[config.mk]
export PLATFORM = sky130hd
export DESIGN_NAME = adder_1bit
export DESIGN_NICKNAME = d
export VERILOG_FILES = /design/src/rtl/adder_1bit_pkg.sv /design/src/rtl/adder_1bit_full_adder_core.sv /design/src/rtl/adder_1bit.sv
export SDC_FILE = /design/constraint.sdc
export NUM_CORES = 1
export LEC_CHECK = 0
export ABC_AREA = 1
export BUFFER_PORTS_ARGS = -buffer_cell sky130_fd_sc_hd__buf_2
export CORE_AREA = 2 2 39 41
export CTS_CLUSTER_DIAMETER = 200
export DETAILED_ROUTE_END_ITERATION = 8
export DIE_AREA = 0 0 41 43
export HOLD_SLACK_MARGIN = 0.02
export SLEW_MARGIN = 20
export SYNTH_ARGS = -nofsm -noshare
export SYNTH_HDL_FRONTEND = slang
export SYNTH_HIERARCHICAL = 1
export SYNTH_SLANG_ARGS = --single-unit
[constraint.sdc]
create_clock -name clk -period 1.27 [get_ports clk]
set_input_delay 0.0635 -clock clk [delete_from_list [all_inputs] [get_ports clk]]
set_output_delay 0.0635 -clock clk [all_outputs]
set_load 0.01 [all_outputs]
[src/rtl/adder_1bit_pkg.sv]
// Datapath-wide constants shared by the arithmetic leaf cells.
package adder_1bit_pkg;
  localparam int ADDER_LATENCY = 1;
endpackage

[src/rtl/adder_1bit_full_adder_core.sv]
// Combinational full-adder core; also the bit cell of the 16-bit ripple adder.
module full_adder_core
  import adder_1bit_pkg::*;
(
  input  logic a,
  input  logic b,
  input  logic cin,
  output logic sum,
  output logic cout
);
  logic p;

  assign p    = a ^ b;
  assign sum  = p ^ cin;
  assign cout = (a & b) | (cin & p);
endmodule

[src/rtl/adder_1bit.sv]
// Clocked 1-bit full adder with valid-qualified outputs and an optional
// bit-serial mode that recirculates the registered carry.
module adder_1bit
  import adder_1bit_pkg::*;
#(
  parameter bit OUT_REG = 1'b1
) (
  input  logic clk,
  input  logic rst,
  input  logic in_valid,
  input  logic a,
  input  logic b,
  input  logic c_in,
  input  logic serial_en,
  input  logic serial_start,
  output logic s,
  output logic c_out,
  output logic out_valid,
  output logic carry_q
);
  logic cin_eff, sum_n, cout_n, carry_d;

  // serial_start forces the external carry so each serial word begins clean
  always_comb cin_eff = (!serial_en || serial_start) ? c_in : carry_q;

  full_adder_core u_core (
    .a    (a),
    .b    (b),
    .cin  (cin_eff),
    .sum  (sum_n),
    .cout (cout_n)
  );

  always_comb begin
    carry_d = carry_q;
    if (in_valid) carry_d = cout_n;
  end

  always_ff @(posedge clk) begin
    if (rst) carry_q <= 1'b0;
    else     carry_q <= carry_d;
  end

  generate
    if (OUT_REG) begin : g_reg
      logic s_q, s_d, c_out_q, c_out_d, vld_q, vld_d;

      always_comb begin
        s_d     = s_q;
        c_out_d = c_out_q;
        vld_d   = in_valid;
        if (in_valid) begin
          s_d     = sum_n;
          c_out_d = cout_n;
        end
      end

      always_ff @(posedge clk) begin
        if (rst) begin
          s_q     <= 1'b0;
          c_out_q <= 1'b0;
          vld_q   <= 1'b0;
        end else begin
          s_q     <= s_d;
          c_out_q <= c_out_d;
          vld_q   <= vld_d;
        end
      end

      assign s         = s_q;
      assign c_out     = c_out_q;
      assign out_valid = vld_q;
    end else begin : g_comb
      assign s         = sum_n;
      assign c_out     = cout_n;
      assign out_valid = in_valid;
    end
  endgenerate
endmodule

# == Word level (Yosys, flattened, before mapping) ==
# Index checks and enable logic that the tools add are counted.
# classes
n_addsub,0
n_mul,0
n_div,0
order_cmp,0
n_eq_ne,0
n_shift,0
n_mux,1
n_bitwise,5
reduce_logical,2
# ops
op,count
bitwise AND 1 bit,2
bitwise XOR 1 bit,2
logical NOT 1 bit,1
logical OR 1 bit,1
two-way mux 1 bit,1
bitwise OR 1 bit,1
# totals
register_bits,3
latch_bits,0
ram_bits,0
romBits,0
inputBits,8
output_inout_bits,4
word_cells,11
n_memories,0

# == Depth between registers and ports, before layout ==
# Gate-level depths: netlist of run 1.
# depth
depth_word,5
depth_mapped,9
depth_no_buf,9

# == Modules after synthesis ==
# Netlist of run 1, hierarchy kept.
# modules_own_cells
mod,n_inst,cells_each,area_each_um2,seq_area_each_um2
adder_1bit,1,22,136.4,60.1
full_adder_core,1,1,20.0,0.0

# == Worst setup path before layout of run 1 ==
# No wires, ideal clock.
# synth_path
path_kind,register -> register
from,"register, netlist name c_out"
to,"register g_reg.s_q, in the netlist s"
setup_ns,0.113
t_arrival_ns,1.115
required_time_ns,1.157
path_slack_ns,0.042
path_stages_with_launch,8
n_path_buf,0
synth_period_minus_slack_ns,1.228
cell_sequence,dfxtp_1 nand3_1 nand2_1 fa_1 inv_1 nand2_1 nand2_1 nor2_1
# synth_lines
item,line_no,source
"end signal, assigned",adder_1bit.sv:60,s_q <= 1'b0;
"end signal, assigned",adder_1bit.sv:64,s_q <= s_d;
"end, declared",adder_1bit.sv:46,"logic s_q, s_d, c_out_q, c_out_d, vld_q, vld_d;"

==> impl_metrics.csv, run 1 <==
group,metric,value,unit
cts,htreeDepth,1,
die,boundaryPins,12,
critical_path,worstPathRequired,1440,ps
die,die_x,41,um
global_route,antenna_found_initial,0,
synthesis,yosysTopAreaCell,"dfxtp_1",
critical_path,reg2regPathDepth,7,
min_path,holdPathStages,3,
critical_path,start_kind,"flip-flop",
sta,setup-violations-final,0,
final_layout,fill_cells,170,
power,power,325,uW
placed_design,pre_cts_slack,92.0,ps
drt,vias_per_cell,3.36,
power,power_density,1210,nW/um^2
sta,period_needed,1160,ps
drt,drt_iter0_markers,0,
cts,cts-root-buf,"clkbuf_4",
final_layout,nNetsFinal,49,
critical_path,path_common_cell,"nand2_1",
synthesis,synth_area_leaders,"dfxtp_1 38%, nand2_1 17%, fa_1 13%, inv_1 12%, nor2_1 12%",
cts,clk_pin_slew_worst_paths,40,ps
synthesis,synth_compound_area_share,0,%
drt,detail_route.wl_per_cell,5.95,um
synthesis,synth-seq-area-share,38.4,%
synthesis,ys_warn_count,6,
synthesis,netlist.area_leader.share,38.4,%
final_layout,drive_above_1_share,38.5,%
cts,cts_made_buffers,3,
global_route,groute.usage.overall,4.72,%
synthesis,syn_avg_cell_area,6.80,um^2
synthesis,synth_top_family_by_area,"simple AND/OR/NAND/NOR gates",
sta,fmax,860,MHz
critical_path,r2r_setup_slack,110,ps
min_path,hp-start,"in_valid",
sta,fin_ws,107,ps
cts,cts_setup_buffers,0,
sta,holdWs,87.6,ps
drt,post-route-drc-count,0,
min_path,min_to,"out_valid$_SDFF_PP0_",
sta,finalHoldViolCount,0,
synthesis,synth_simple_gate_area_share,32.0,%
placed_design,place_congestion,0.675,
final_layout,area_growth_syn_to_layout,71.2,%
critical_path,cp-end-kind,"flip-flop",
synthesis,syn_area,156,um^2
die,dieArea,1760,um^2
drt,vias,185,
final_layout,final_cell_count_no_fill,55,
sta,skew,0.0619,ps
synthesis,synth-seq-cells,3,
placed_design,dp_hpwl,295,um
sta,relSlewSlack,94.6,%
synthesis,syn_nets,32,
sta,rsz0062_at_grt,"yes",
critical_path,crit_slowest_cell,"fa_1",
job,maxCapViolations,0,
synthesis,syn_inst,23,
status,status,"finished clean",
placed_design,place_inst,50,
die,initial_core_util,11.3,%
synthesis,synthAdderAreaFrac,12.8,%
drt,ant_nets,0,
sta,finalMaxSlewViolations,0,
die,rows,14,
critical_path,crit_fanout,2,
critical_path,worstSetupPathType,"flip-flop to flip-flop",
die,dieHeight,43,um
critical_path,path_cells,"nand3_1 -> nand2_1 -> fa_1 -> inv_1 -> nand2_1 -> nand2_1 -> nor2_1",
global_route,grt_pass1_wl,503,um
synthesis,synth_mux_area_share,0,%
final_layout,num_antenna_cells,0,
global_route,overflow,0,
cts,cts_tree,"done",
synthesis,synth-xor-area-share,0,%
min_path,hold_path_class,"input port to flip-flop",
critical_path,r2r_start,"c_out$_SDFFE_PP0P_",
global_route,grt_pass1_vias,162,
cts,clk_latency,230,ps
critical_path,critPathArrivalTime,1330,ps
power,ir_drop,0.000338,V
critical_path,timing.rr.end,"s$_SDFFE_PP0P_",
global_route,grt_start_max_net_pins,6,
sta,period_share,91.6,%
critical_path,cpPeakStageDelay,470,ps
placed_design,io_buffers,11,
sta,worst_pin_slew,80.6,ps
drt,finalWirelength,327,um
drt,drt_first_pass_iters,1,
cts,cts_max_path_buffers,2,
die,design.core.area,1380,um^2
cts,cts_num_sinks,3,
synthesis,netlist-cell-type-count,7,
power,p_leak,0.000161,uW
final_layout,fin_util,19.3,%
-- worst max path at each step --
stage / start / endpoint / slack (ps) / depth (start not counted)
final: c_out$_SDFFE_PP0P_ / s$_SDFFE_PP0P_ / 110 / 7
after global routing: c_out$_SDFFE_PP0P_ / s$_SDFFE_PP0P_ / -10 / 7
after CTS: c_out$_SDFFE_PP0P_ / s$_SDFFE_PP0P_ / 90 / 7
after detailed placement: c_out$_SDFFE_PP0P_ / s$_SDFFE_PP0P_ / 90 / 7
after global placement: c_out$_SDFFE_PP0P_ / s$_SDFFE_PP0P_ / 90 / 7
after floorplan: c_out$_SDFFE_PP0P_ / s$_SDFFE_PP0P_ / 40 / 7
-- cell usage in the layout (no fill, tap or decap) --
cell type and count:
buf_2 11, buf_4 1, clkbuf_1 1, clkbuf_4 3
dfxtp_1 3, dlygate4sd3_1 1, fa_1 1, inv_1 5
nand2_1 7, nand3_1 1, nor2_1 5
-- synthesized netlist by cell type --
master / count
inv_1: 5
nand3_1: 1
buf_4: 1
nand2_1: 7
nor2_1: 5
fa_1: 1
dfxtp_1: 3
-- flip-flops by register name (all words and copies together) (netlist names) --
register and count:
c_out 1, out_valid 1, s 1
-- logic make-up after synthesis --
logic type | after synthesis
simple gates | 13
fa+ha+maj | 1
buf+inv | 6
flops | 3
-- power breakdown --
| group | switching (uW) | total [uW] | internal, uW |
|---|---|---|---|
| sequential | 3.01 | 105 | 102 |
| combinational | 28.0 | 56.7 | 28.7 |
| clock | 45.7 | 163 | 118 |
| total | 76.7 | 325 | 248 |
-- per-stage QoR --
step,instance area (um^2),setup TNS [ps]
2_1_floorplan,156,0
3_3_place_gp,231,0
3_5_place_dp,231,0
4_1_cts,268,0
5_1_grt,268,-9.69
6_report,268,0
-- cell type report --
cell class	count	area [um^2]	share of cell area [%]
tap	16	20.0	7.48
clock buffer	4	26.3	9.81
inverter	5	18.8	7.01
multi-input combinational	14	70.1	26.2
sequential	3	60.1	22.4
timing repair buffer	13	72.6	27.1
-- worst max-delay path, delay by kind of cell (launching register included) --
kind / cells / cell delay (ps)
fa+ha+maj: 1 / 470
simple gates: 5 / 300
buf+inv: 1 / 40
flops: 1 / 300
-- per-layer routing --
layer / routed length (um) / GRT usage (%) / share of wire, % / up-vias
met2: 163 / 6.56 / 50 / 9
li1: - / - / - / 96
met3: 53 / 2.62 / 16 / 0
met4: 0 / 6.00 / 0 / 0
met5: 0 / 0 / 0 / -
met1: 110 / 3.86 / 34 / 80
-- timing repair --
| item | CTS | global route |
|---|---|---|
| hold buffers | 1 | 0 |
| endpoints found under the setup margin | 0 | 1 |
| resized for setup | 0 | 0 |
| hold endpoints to repair | 1 | 0 |
Power figures use the tool's default switching activity.
==> run 2, diff against run 1 <==
==> constraint.sdc (replaced) <==
create_clock -name clk -period 1.5 [get_ports clk]
set_input_delay 0.075 -clock clk [delete_from_list [all_inputs] [get_ports clk]]
set_output_delay 0.075 -clock clk [all_outputs]
set_load 0.01 [all_outputs]
==> impl_metrics.csv, run 2 (synthesis results as in run 1) <==
group,metric,value,unit
status,status,"finished clean",
final_layout,multi_input_area,70.1,um^2
cts,cts_setup_buffers,0,
power,p_clk_share,50.8,%
drt,post-route-drc-count,0,
global_route,grt_pass1_vias,152,
sta,tns,0,ps
global_route,overflow,0,
sta,worst_pin_slew,111,ps
final_layout,area_growth_syn_to_layout,66.4,%
cts,cts_tree,"done",
critical_path,crit_fanout,4,
sta,fmax,811,MHz
sta,finalHoldViolCount,0,
job,maxCapViolations,0,
final_layout,fin_area,260,um^2
critical_path,worstPathRequired,1630,ps
final_layout,num_antenna_cells,0,
power,p_leak,0.000156,uW
final_layout,nNetsFinal,48,
sta,relSlewSlack,92.6,%
global_route,antenna_found_initial,0,
power,p_int,209,uW
critical_path,timing.rr.end,"s$_SDFFE_PP0P_",
global_route,grt_pass1_wl,489,um
die,boundaryPins,12,
cts,cts_resized,0,
global_route,grt_start_max_net_pins,6,
sta,rsz0062_at_grt,"no",
cts,clk_latency,230,ps
power,power_density,1060,nW/um^2
critical_path,r2r_start,"c_out$_SDFFE_PP0P_",
drt,detail_route.wl_per_cell,6.74,um
min_path,hold_path_class,"input port to flip-flop",
power,combPwrFrac,16.8,%
drt,drt_iter0_markers,7,
sta,skew,0.0276,ps
critical_path,reg2regPathDepth,7,
critical_path,r2r_setup_slack,270,ps
drt,finalWirelength,364,um
cts,cts_made_buffers,3,
die,design.core.area,1380,um^2
critical_path,crit_start,"c_out$_SDFFE_PP0P_",
sta,period_share,82.2,%
drt,vias_per_cell,3.37,
final_layout,drive_above_1_share,36.8,%
power,switching_power,68.2,uW
placed_design,place_congestion,0.674,
drt,drt_first_pass_iters,4,
final_layout,layout_commonest_cell,"buf_2",
die,die_x,41,um
drt,vias,182,
critical_path,worstSetupPathType,"flip-flop to flip-flop",
die,dieArea,1760,um^2
power,pwr-share-seq,32.4,%
drt,ant_nets,0,
die,dieHeight,43,um
placed_design,io_buffers,11,
die,rows,14,
cts,cts_max_path_buffers,2,
cts,clk_pin_slew_worst_paths,40,ps
power,ir_drop,0.000161,V
final_layout,fill_cells,168,
sta,finalMaxSlewViolations,0,
sta,period_needed,1230,ps
power,switching_share,24.6,%
critical_path,start_kind,"flip-flop",
sta,setup-violations-final,0,
critical_path,cp-end-kind,"flip-flop",
cts,htreeDepth,1,
final_layout,seqCellArea,60.1,um^2
global_route,groute.usage.overall,4.72,%
cts,cts_hold_buf,1,
critical_path,crit_path_end,"s$_SDFFE_PP0P_",
critical_path,critPathArrivalTime,1360,ps
final_layout,mostFrequentLayoutCells,"11 x buf_2, 7 x nand2_1, 5 x nor2_1, 5 x inv_1",
placed_design,dp_hpwl,305,um
cts,cts-root-buf,"clkbuf_4",
placed_design,placed_area,224,um^2
cts,cts_num_sinks,3,
die,initial_core_util,11.3,%
==> run 2: area by class of cell <==
cell class,count,area share (%)
timing repair buffer,12,25.0
sequential,3,23.1
inverter,5,7.21
tap,16,7.69
clock buffer,4,10.1
multi-input combinational,14,26.9
==> run 2: routing by layer <==
metal	track usage, %	share of wire, %	vias to the layer above
met5	0	0	-
met4	8.00	0	0
met3	1.57	8.5	0
met2	5.94	52	11
met1	4.18	40	78
li1	-	-	93
==> run 2: worst max-delay path, cell delays in order, from the launching register on <==
cell and delay [ps]:
dfxtp_1 350, nand3_1 80, nand2_1 80, fa_1 410, inv_1 60, nand2_1 50, nand2_1 50, nor2_1 30
==> run 2: power groups by stage <==
stage | sequential (uW) | combinational [uW] | clock, uW
3_3_place_gp | 90.4 | 43.9 | 0
4_1_cts | 89.6 | 47.9 | 149
2_1_floorplan | 93.7 | 21.6 | 0
5_1_grt | 90.3 | 53.8 | 152
3_5_place_dp | 90.7 | 45.9 | 0
6_report | 89.6 | 46.6 | 141
==> run 2: stage by stage <==
| stage | setup WS [ps] | hold WS, ps | utilization [%] | cells | power [uW] |
|---|---|---|---|---|---|
| after floorplan | 272 | 146 | - | 23 | 115 |
| after global placement | 295 | 251 | 16.2 | 49 | 134 |
| after detailed placement | 246 | 255 | 16.2 | 49 | 137 |
| after CTS | 241 | 95.0 | 18.8 | 54 | 287 |
| after global routing | 180 | 108 | 18.8 | 54 | 296 |
| final | 267 | 101 | 18.8 | 54 | 277 |
==> run 2: how the worst min path moves through the flow <==
stage          depth (start not counted)  startpoint                   end  slack, ps
4_1_cts                                3    in_valid  out_valid$_SDFF_PP0_         90
2_1_floorplan                          1         rst  out_valid$_SDFF_PP0_        150
3_3_place_gp                           2         rst  out_valid$_SDFF_PP0_        250
3_5_place_dp                           2         rst  out_valid$_SDFF_PP0_        250
5_1_grt                                3    in_valid  out_valid$_SDFF_PP0_        110
6_report                               3    in_valid  out_valid$_SDFF_PP0_        100
==> run 3, diff against run 2 <==
==> constraint.sdc (replaced) <==
create_clock -name clk -period 1.15 [get_ports clk]
set_input_delay 0.0575 -clock clk [delete_from_list [all_inputs] [get_ports clk]]
set_output_delay 0.0575 -clock clk [all_outputs]
set_load 0.01 [all_outputs]
==> impl_metrics.csv, run 3 (synthesis results as in run 1) <==
group,metric,value,unit
status,status,"finished, violations left",
status,violations,"negative setup slack",
critical_path,path_depth,7,
drt,post-route-drc-count,0,
critical_path,reg2regPathDepth,7,
global_route,groute.usage.overall,5.62,%
critical_path,start_kind,"flip-flop",
sta,period_share,102,%
sta,relSlewSlack,93.6,%
cts,cts_tree,"done",
power,power_density,1320,nW/um^2
drt,drt_iter0_markers,0,
global_route,antenna_found_initial,0,
placed_design,place_congestion,0.620,
drt,drt_first_pass_iters,1,
cts,cts_setup_buffers,0,
cts,cts_made_buffers,3,
sta,worst_pin_slew,95.0,ps
power,ir_drop,0.000297,V
sta,finalMaxSlewViolations,0,
critical_path,critPathBufInv,1,
job,maxCapViolations,0,
min_path,hp-start,"in_valid",
die,rows,14,
critical_path,r2r_start,"c_out$_SDFFE_PP0P_",
cts,clk_latency,230,ps
min_path,hold_path_class,"input port to flip-flop",
critical_path,worstSetupPathType,"flip-flop to flip-flop",
final_layout,final_cell_count_no_fill,55,
global_route,grt_pass1_vias,206,
die,dieArea,1760,um^2
drt,vias_per_cell,3.36,
global_route,grt_start_max_net_pins,6,
cts,cts-root-buf,"clkbuf_4",
critical_path,cp-end-kind,"flip-flop",
final_layout,multi_input_area,77.6,um^2
drt,ant_nets,0,
cts,cts_max_path_buffers,2,
sta,holdWs,83.6,ps
critical_path,path_common_cell,"nand2_1",
drt,detail_route.wl_per_cell,6.78,um
placed_design,pre_cts_slack,-39.5,ps
sta,period_needed,1170,ps
sta,skew,0.0344,ps
die,dieHeight,43,um
min_path,holdPathStages,3,
final_layout,layout_commonest_cell,"buf_2",
cts,htreeDepth,1,
critical_path,crit_start,"c_out$_SDFFE_PP0P_",
final_layout,mostFrequentLayoutCells,"11 x buf_2, 6 x nand2_1, 5 x nor2_1, 5 x inv_1, 3 x clkbuf_4",
placed_design,io_buffers,11,
critical_path,r2r_setup_slack,-20,ps
sta,fin_ws,-20.8,ps
power,power,364,uW
critical_path,critPathTopFamily,"adder cells",
critical_path,crit_slowest_cell,"fa_1",
final_layout,nNetsFinal,49,
cts,clk_pin_slew_worst_paths,40,ps
drt,vias,185,
die,initial_core_util,11.3,%
critical_path,critPathArrivalTime,1340,ps
critical_path,path_cells,"nand3_2 -> nand2_2 -> fa_1 -> inv_1 -> nand2_1 -> nand2_1 -> nor2_1",
final_layout,area_growth_syn_to_layout,76.8,%
sta,rsz0062_at_grt,"yes",
final_layout,fill_cells,165,
sta,finalHoldViolCount,0,
placed_design,place_inst,50,
critical_path,timing.rr.end,"s$_SDFFE_PP0P_",
final_layout,seqCellArea,61.3,um^2
final_layout,drive_above_1_share,46.2,%
final_layout,fin_util,20.0,%
final_layout,num_antenna_cells,0,
critical_path,crit_fanout,2,
cts,cts_num_sinks,3,
global_route,grt_pass1_wl,641,um
sta,fmax,854,MHz
drt,finalWirelength,373,um
min_path,min_to,"out_valid$_SDFF_PP0_",
sta,setup-violations-final,1,
die,design.core.area,1380,um^2
die,boundaryPins,12,
global_route,overflow,0,
critical_path,cpPeakStageDelay,480,ps
critical_path,worstPathRequired,1320,ps
die,die_x,41,um
power,p_leak,0.000162,uW
run 3: worst max-delay path by stage:
stage,slack [ps],endpoint
6_report,-20,s$_SDFFE_PP0P_
5_1_grt,-120,s$_SDFFE_PP0P_
4_1_cts,-30,s$_SDFFE_PP0P_
3_5_place_dp,-40,s$_SDFFE_PP0P_
3_3_place_gp,-20,s$_SDFFE_PP0P_
2_1_floorplan,-20,s$_SDFFE_PP0P_
run 3: worst register-to-register path, stage by stage (launching register included):
cell and delay (ps):
dfxtp_2 320, nand3_2 70, nand2_2 50, fa_1 480, inv_1 40, nand2_1 50, nand2_1 40, nor2_1 70
run 3: report_power, final:
part,total [uW],switching (uW),internal (uW)
logic,67.5,34.2,33.3
clock network,179,49.8,130
registers,117,3.82,113
run 3: through the flow:
step | TNS [ps] | area [um^2]
2_1_floorplan | -15.6 | 158
3_3_place_gp | -15.9 | 233
3_5_place_dp | -39.5 | 233
4_1_cts | -30.0 | 277
5_1_grt | -124 | 277
6_report | -20.8 | 277
run 3: final cells by class:
cell class | count | share of cell area, %
Timing Repair Buffer | 13 | 26.2
Clock buffer | 4 | 9.50
Sequential cell | 3 | 22.2
Tap cell | 16 | 7.24
Inverter | 5 | 6.79
Multi-Input combinational cell | 14 | 28.1
run 3: layer usage:
layer | share of wire, % | vias to the layer above | GRT usage (%) | wire length (um)
met5 | 0 | - | 0 | 0
met4 | 0 | 0 | 6.00 | 0
met3 | 11 | 0 | 2.62 | 40
met2 | 58 | 6 | 9.69 | 216
met1 | 31 | 82 | 3.53 | 116
li1 | - | 97 | - | -
run 3: repair_timing:
action / in CTS / in global routing
pin swaps: 0 / 0
resized for setup: 2 / 0
hold endpoints to repair: 1 / 0
hold buffers: 1 / 0
setup endpoints to repair: 1 / 1
